--- src/rtl/mem_arbiter_pkg.sv ---
// Shared cache/memory definitions: bus command encoding, arbiter FSM states
// and the default starvation bound used by mem_arbiter.
package mem_arbiter_pkg;

  localparam int XLEN                 = 32;
  localparam int STARVE_LIMIT_DEFAULT = 4;

  typedef enum logic [1:0] {
    BUS_NONE  = 2'b00,
    BUS_LOAD  = 2'b01,
    BUS_STORE = 2'b10
  } BUS_COMMAND;

  typedef enum logic [1:0] {
    IDLE   = 2'b00,
    WAIT_I = 2'b01,
    WAIT_D = 2'b10
  } arb_state_t;

endpackage

--- src/rtl/mem_arbiter.sv ---
// Two-requester memory arbiter: dcache has priority, icache is protected from
// starvation, and at most one memory load is in flight at a time.
module mem_arbiter
  import mem_arbiter_pkg::*;
#(
  parameter int STARVE_LIMIT = STARVE_LIMIT_DEFAULT
) (
  input  logic             clk,
  input  logic             rst,
  input  BUS_COMMAND       icache2arb_command,
  input  logic [XLEN-1:0]  icache2arb_addr,
  output logic             arb2icache_valid,
  output logic [63:0]      arb2icache_data,
  input  BUS_COMMAND       dcache2arb_command,
  input  logic [XLEN-1:0]  dcache2arb_addr,
  input  logic [63:0]      dcache2arb_data,
  output logic             arb2dcache_valid,
  output logic [63:0]      arb2dcache_data,
  output BUS_COMMAND       arb2mem_command,
  output logic [XLEN-1:0]  arb2mem_addr,
  output logic [63:0]      arb2mem_data,
  input  logic             mem2arb_valid,
  input  logic [63:0]      mem2arb_data
);

  // One spare code point keeps the width sane even for STARVE_LIMIT == 0.
  localparam int CNT_W = $clog2(STARVE_LIMIT + 2);
  typedef logic [CNT_W-1:0] cnt_t;
  localparam cnt_t CNT_MAX  = cnt_t'(STARVE_LIMIT);
  localparam cnt_t CNT_ONE  = cnt_t'(32'd1);
  localparam cnt_t CNT_ZERO = cnt_t'(32'd0);

  arb_state_t state_q, state_d;
  cnt_t       starve_cnt_q, starve_cnt_d;
  logic       i_req, d_req;
  logic       grant_i, grant_d;

  assign arb2icache_data = mem2arb_data;
  assign arb2dcache_data = mem2arb_data;

  // Request decode and IDLE-state winner selection.
  always_comb begin
    i_req   = (icache2arb_command == BUS_LOAD);
    d_req   = (dcache2arb_command == BUS_LOAD) || (dcache2arb_command == BUS_STORE);
    grant_i = 1'b0;
    grant_d = 1'b0;
    if (!rst && (state_q == IDLE)) begin
      if (i_req && (!d_req || (starve_cnt_q == CNT_MAX))) begin
        grant_i = 1'b1;
      end else if (d_req) begin
        grant_d = 1'b1;
      end else begin
        grant_i = 1'b0;
      end
    end else begin
      grant_d = 1'b0;
    end
  end

  // Next-state, memory command mux, response routing and starvation counter.
  always_comb begin
    state_d          = state_q;
    starve_cnt_d     = starve_cnt_q;
    arb2mem_command  = BUS_NONE;
    arb2mem_addr     = {XLEN{1'b0}};
    arb2mem_data     = 64'h0;
    arb2icache_valid = 1'b0;
    arb2dcache_valid = 1'b0;
    if (rst) begin
      state_d      = IDLE;
      starve_cnt_d = CNT_ZERO;
    end else begin
      case (state_q)
        IDLE: begin
          if (grant_i) begin
            arb2mem_command = BUS_LOAD;
            arb2mem_addr    = icache2arb_addr;
            state_d         = WAIT_I;
          end else if (grant_d) begin
            arb2mem_command = dcache2arb_command;
            arb2mem_addr    = dcache2arb_addr;
            arb2mem_data    = dcache2arb_data;
            // Stores complete on acceptance; only loads occupy the memory port.
            if (dcache2arb_command == BUS_STORE) begin
              arb2dcache_valid = 1'b1;
              state_d          = IDLE;
            end else begin
              state_d = WAIT_D;
            end
          end else begin
            state_d = IDLE;
          end
        end
        WAIT_I: begin
          if (mem2arb_valid) begin
            arb2icache_valid = 1'b1;
            state_d          = IDLE;
          end else begin
            state_d = WAIT_I;
          end
        end
        WAIT_D: begin
          if (mem2arb_valid) begin
            arb2dcache_valid = 1'b1;
            state_d          = IDLE;
          end else begin
            state_d = WAIT_D;
          end
        end
        default: begin
          state_d = IDLE;
        end
      endcase

      if (!i_req || grant_i) begin
        starve_cnt_d = CNT_ZERO;
      end else if (grant_d && (starve_cnt_q != CNT_MAX)) begin
        starve_cnt_d = starve_cnt_q + CNT_ONE;
      end else begin
        starve_cnt_d = starve_cnt_q;
      end
    end
  end

  // State and starvation counter registers with synchronous reset.
  always_ff @(posedge clk) begin
    if (rst) begin
      state_q      <= IDLE;
      starve_cnt_q <= CNT_ZERO;
    end else begin
      state_q      <= state_d;
      starve_cnt_q <= starve_cnt_d;
    end
  end

endmodule

--- config.mk ---
export PLATFORM = sky130hd
export DESIGN_NAME = mem_arbiter
export DESIGN_NICKNAME = d
export VERILOG_FILES = /design/src/rtl/mem_arbiter_pkg.sv /design/src/rtl/mem_arbiter.sv
export SDC_FILE = /design/constraint.sdc
export NUM_CORES = 1
export LEC_CHECK = 0
export BUFFER_PORTS_ARGS = -buffer_cell sky130_fd_sc_hd__buf_2
export CAP_MARGIN = 0
export CORE_AREA = 2 2 165 167
export CTS_CLUSTER_SIZE = 8
export DETAILED_ROUTE_END_ITERATION = 16
export DIE_AREA = 0 0 167 169
export SLEW_MARGIN = 10
export SYNTH_ARGS = -nofsm -noshare
export SYNTH_HDL_FRONTEND = slang
export SYNTH_SLANG_ARGS = --single-unit
--- constraint.sdc ---
create_clock -name clk -period 1.45 [get_ports clk]
set_input_delay 0 -clock clk [delete_from_list [all_inputs] [get_ports clk]]
set_output_delay 0 -clock clk [all_outputs]
set_load 0.1 [all_outputs]
# Word-level counts from Yosys, hierarchy flattened
# Cells that the tools add are included.
# classes
n_addsub	1
n_eq_ne	7
mux	31
reduce_logical	11
# op_table
operator	n
64-bit 2-to-1 mux	4
32-bit 2-to-1 mux	4
2-bit 2-to-1 mux	8
1-bit 2-to-1 mux	13
2-bit by 1-bit == test with 1-bit output, second input constant	3
2-bit one-hot mux with 3 select lines	1
2-bit == test, second input constant	2
3-bit by 1-bit adder with 3-bit output, second input constant	1
3-bit == test, second input constant	1
1-bit logical AND	3
1-bit zero test	3
1-bit logical OR	3
3-bit != test, second input constant	1
2-bit zero test	1
1-bit one-hot mux with 2 select lines	1
2-bit OR reduction	1
# totals
regBits	5
output_inout_bits	228
wordCells	52

# Longest topological paths before layout
# depth
depth_word	11
mapped_depth	7
ltp_nobuf	5

# Least setup slack after synthesis
# OpenSTA, ideal clock, no wires.
# synth_timing
path_kind	flip-flop to output port
start	register starve_cnt_q[0]
end	output arb2mem_addr[2]
arrival_time_ns	3.214
t_required_ns	1.450
path_slack_ns	-1.764
path_stages_with_launch	7
n_path_buf	1
path_cell_list	dfxtp_1 inv_1 ha_1 a21oi_2 nor2_1 buf_2 o21ai_0
# synth_between
elab_chain_cells	9
# synth_lines
item	line_no	rtl
start, declared	mem_arbiter.sv:34	cnt_t starve_cnt_q, starve_cnt_d;
start signal, assigned	mem_arbiter.sv:132	starve_cnt_q <= starve_cnt_d;
3-bit == test (*)	mem_arbiter.sv:48	if (i_req && (!d_req || (starve_cnt_q == CNT_MAX))) begin
1-bit logical OR (*)	mem_arbiter.sv:48	
1-bit logical AND (*)	mem_arbiter.sv:48	
1-bit 2-to-1 mux	mem_arbiter.sv:48	
1-bit 2-to-1 mux	mem_arbiter.sv:47	if (!rst && (state_q == IDLE)) begin
32-bit 2-to-1 mux	mem_arbiter.sv:79	end else if (grant_d) begin
32-bit 2-to-1 mux (*)	mem_arbiter.sv:75	if (grant_i) begin
32-bit 2-to-1 mux (*)	mem_arbiter.sv:73	case (state_q)
32-bit 2-to-1 mux (*)	mem_arbiter.sv:69	if (rst) begin
end, declared	mem_arbiter.sv:20	output logic [XLEN-1:0] arb2mem_addr,
# Every way passes the cells marked *; elsewhere a longest branch is shown, timed or not.

# Worst setup path in the final report
# layout_timing
start	register starve_cnt_q[0]
end	output arb2mem_data[62]
# layout_between
elab_chain_cells	9
# layout_lines
item	line_no	rtl
3-bit == test (*)	mem_arbiter.sv:48	
1-bit logical OR (*)	mem_arbiter.sv:48	
1-bit logical AND (*)	mem_arbiter.sv:48	
1-bit 2-to-1 mux	mem_arbiter.sv:48	
1-bit 2-to-1 mux	mem_arbiter.sv:47	
64-bit 2-to-1 mux	mem_arbiter.sv:79	
64-bit 2-to-1 mux (*)	mem_arbiter.sv:75	
64-bit 2-to-1 mux (*)	mem_arbiter.sv:73	
64-bit 2-to-1 mux (*)	mem_arbiter.sv:69	
end, declared	mem_arbiter.sv:21	output logic [63:0] arb2mem_data,
# Marked as above.

==> results.sh <==
export IMPL_synth_area_top_cells="buf_4, and2_1, nand3b_1"
export IMPL_ys_flop_type="dfxtp_1"
export IMPL_ir_worst_vdd_uv=289
export IMPL_place_congestion=0.790
export IMPL_top_level_ports=427
export IMPL_die_w_um=167
export IMPL_hold_end="arb2icache_data[20]"
export IMPL_n_antenna_cell=0
export IMPL_hold_viol=0
export IMPL_die_area_um2=28200
export IMPL_cts_tree="yes"
export IMPL_fin_crit_ns=1.70
export IMPL_setup_slack_ns=-0.247
export IMPL_clock_sinks=5
export IMPL_start_util_pct=9.51
export IMPL_layout_drive_gt1_share_pct=80.6
export IMPL_drc=0
export IMPL_clk_latency_ns=0.23
export IMPL_drtPass1Iterations=4
export IMPL_via_count=2946
export IMPL_synthCells=365
export IMPL_cts_made_buffers=3
export IMPL_grt_max_degree=45
export IMPL_p_total_w=0.00379
export IMPL_path_class="flip-flop to primary output"
export IMPL_coreArea_um2=26500
export IMPL_hold_path_depth=0
export IMPL_viasPerCell=3.57
export IMPL_async_flop_share_pct=0
export IMPL_status="finished, violations left"
export IMPL_rr_endpoint="starve_cnt_q[1]$_SDFFE_PP0P_"
export IMPL_ant_nets=0
export IMPL_worstHoldStart="mem2arb_data[20]"
export IMPL_rr_worst_depth=7
export IMPL_ys_types=29
export IMPL_p_per_area_nw_per_um2=667
export IMPL_synth_most_common_cell="buf_4"
export IMPL_grt_use_total_pct=9.02
export IMPL_clock_path_buffers=2
export IMPL_yosys_area_top_type_share_pct=38.4
export IMPL_synthesis_area_um2=2520
export IMPL_cp_end_kind="primary output"
export IMPL_worstPathArrival_ns=1.70
export IMPL_tightest_slew_ns=0.212
export IMPL_finalSetupViolCount=99
export IMPL_critical_path_max_fanout=22
export IMPL_r2r_setup_slack_ns=0.09
export IMPL_grt_first_pass_wirelength_mm=19.7
export IMPL_overflow=0
export IMPL_fin_skew_ns=0.000670
export IMPL_drt_iter0_markers=65
export IMPL_ys_ff_latch=5
export IMPL_maxSlewHeadroom_pct=85.9
export IMPL_fin_area_um2=5680
export IMPL_dpl_instance_area_um2=5320
export IMPL_min_path_type="primary input to primary output"
export IMPL_slew_violations=0
export IMPL_die_h_um=169
export IMPL_rsz0062_at_grt="true"
export IMPL_io_buffers=234
export IMPL_hpwlAfterDp_mm=11.2
export IMPL_violations="negative setup slack"
export IMPL_ctsHoldBuffers=0
export IMPL_syn_to_final_growth_pct=126
export IMPL_r2r_start="state_q[0]$_SDFF_PP0_"
export IMPL_syn_num_nets=567
export IMPL_ys_warn_count=0
export IMPL_grt_pass1_vias=3036
export IMPL_cts_max_level=1
export IMPL_fin_crit_sh_pct=117
export IMPL_clkTransAtPathRegs_ns=0.03
export IMPL_synth_top_cells_by_count="buf_4, and2_1, nand3b_1, nand4_1, o21ai_1"
export IMPL_synth_largest_area_cell="buf_4"
export IMPL_startpoint_type="flip-flop"
export IMPL_syn_avg_cell_area_um2=6.90
export IMPL_cp_data_required_time_ns=1.45
export IMPL_antenna_found_initial=0
export IMPL_synth_edf_count=0
export IMPL_maxCapViolCount=0
export IMPL_finalWirelength_mm=14.0
export IMPL_fp_row_count=60
export IMPL_fmax_mhz=589
export IMPL_seq_area_frac_synth_pct=3.97
export IMPL_finalNetCount=687
export IMPL_power_leakage_nw=2.33
export IMPL_cts_root_buffer="clkbuf_16"
export IMPL_wl_per_cell_um=16.9
==> placed cells by master (no fill, tap or decap), types with 2 or more instances in the layout <==
cell type	count
nor2_1	3
buf_6	4
ha_1	2
clkbuf_16	5
dfxtp_2	4
nand3_1	3
and2_4	65
buf_2	134
nand2b_1	3
nand2_1	3
buf_16	5
nor3_4	3
nand3b_1	32
nor3_1	4
inv_2	2
buf_4	19
nand4_1	32
a21oi_1	4
buf_12	107
o21ai_4	32
==> area by class of cell <==
cell class                      instances  area [um^2]
Fill cell                            2810        20800
Timing Repair Buffer                  272         3200
Multi-Input combinational cell        200         1860
Tap cell                              341          427
Sequential cell                         5          105
Clock buffer                            4         78.8
Inverter                                3         11.3
==> power breakdown <==
| part | internal (W) | total, W | switching [W] | leakage [nW] |
|---|---|---|---|---|
| Combinational | 0.00127 | 0.00319 | 0.00192 | 2.25 |
| Sequential | 0.000144 | 0.000150 | 0.00000534 | 0.0424 |
| Clock | 0.000364 | 0.000451 | 0.0000868 | 0.0382 |
==> flip-flops by register name, indices dropped and copies added (netlist names) <==
name and count:
state_q 2, starve_cnt_q 3
==> logic make-up (layout without fill, tap and decap cells) <==
group | Yosys count | count (layout) | synth area share, %
buffers and inverters | 160 | 279 | 46.1
flip-flops | 5 | 5 | 3.97
AND/OR/NAND/NOR | 155 | 155 | 39.4
AO/OA/AOI/OAI | 42 | 42 | 8.99
adder cells (fa/ha/maj) | 3 | 3 | 1.49
==> critical path: stages (launching register included) <==
cell      delay [ns]
dfxtp_2         0.32
inv_2           0.05
ha_4            0.17
nand4b_1        0.11
and3_4          0.28
buf_12          0.18
and2_4          0.17
buf_12          0.16
==> worst max path at each step <==
stage | start | endpoint | slack, ns | cells after the start
6_report | starve_cnt_q[0]$_SDFFE_PP0P_ | arb2mem_data[62] | -0.25 | 7
5_1_grt | starve_cnt_q[0]$_SDFFE_PP0P_ | arb2mem_data[37] | -0.33 | 7
4_1_cts | starve_cnt_q[0]$_SDFFE_PP0P_ | arb2mem_data[62] | -0.25 | 7
3_5_place_dp | dcache2arb_command[0] | arb2mem_data[62] | -0.05 | 8
3_3_place_gp | dcache2arb_command[0] | arb2mem_addr[9] | -0.03 | 9
2_1_floorplan | starve_cnt_q[0]$_SDFFE_PP0P_ | arb2dcache_valid | -0.14 | 5
==> per-layer routing <==
metal	vias to the layer above	global-route usage, %	routed length [um]
li1	1333	-	-
met1	1323	9.03	4620
met2	258	16.8	7300
met3	32	4.42	1780
met4	0	2.02	261
met5	-	0	0
==> timing repair <==
item / in CTS / in global routing
setup endpoints to repair: 99 / 99
pin swaps: 27 / 26
setup buffers: 9 / 1
gates cloned: 5 / 3
gates resized for setup: 15 / 3
==> per-stage QoR <==
step	worst slack [ns]	util [%]	instances	setup TNS (ns)	hold slack, ns
2_1_floorplan	-0.144	-	365	-4.34	0.211
4_1_cts	-0.248	21.3	824	-20.24	0.000994
6_report	-0.247	21.4	825	-19.96	0.0000626
3_3_place_gp	-0.0339	20.1	807	-0.768	0.000994
5_1_grt	-0.330	21.4	825	-27.23	0.000246
3_5_place_dp	-0.0491	20.1	807	-2.45	0.000994
Note: power is estimated with default switching activity, not from simulation.
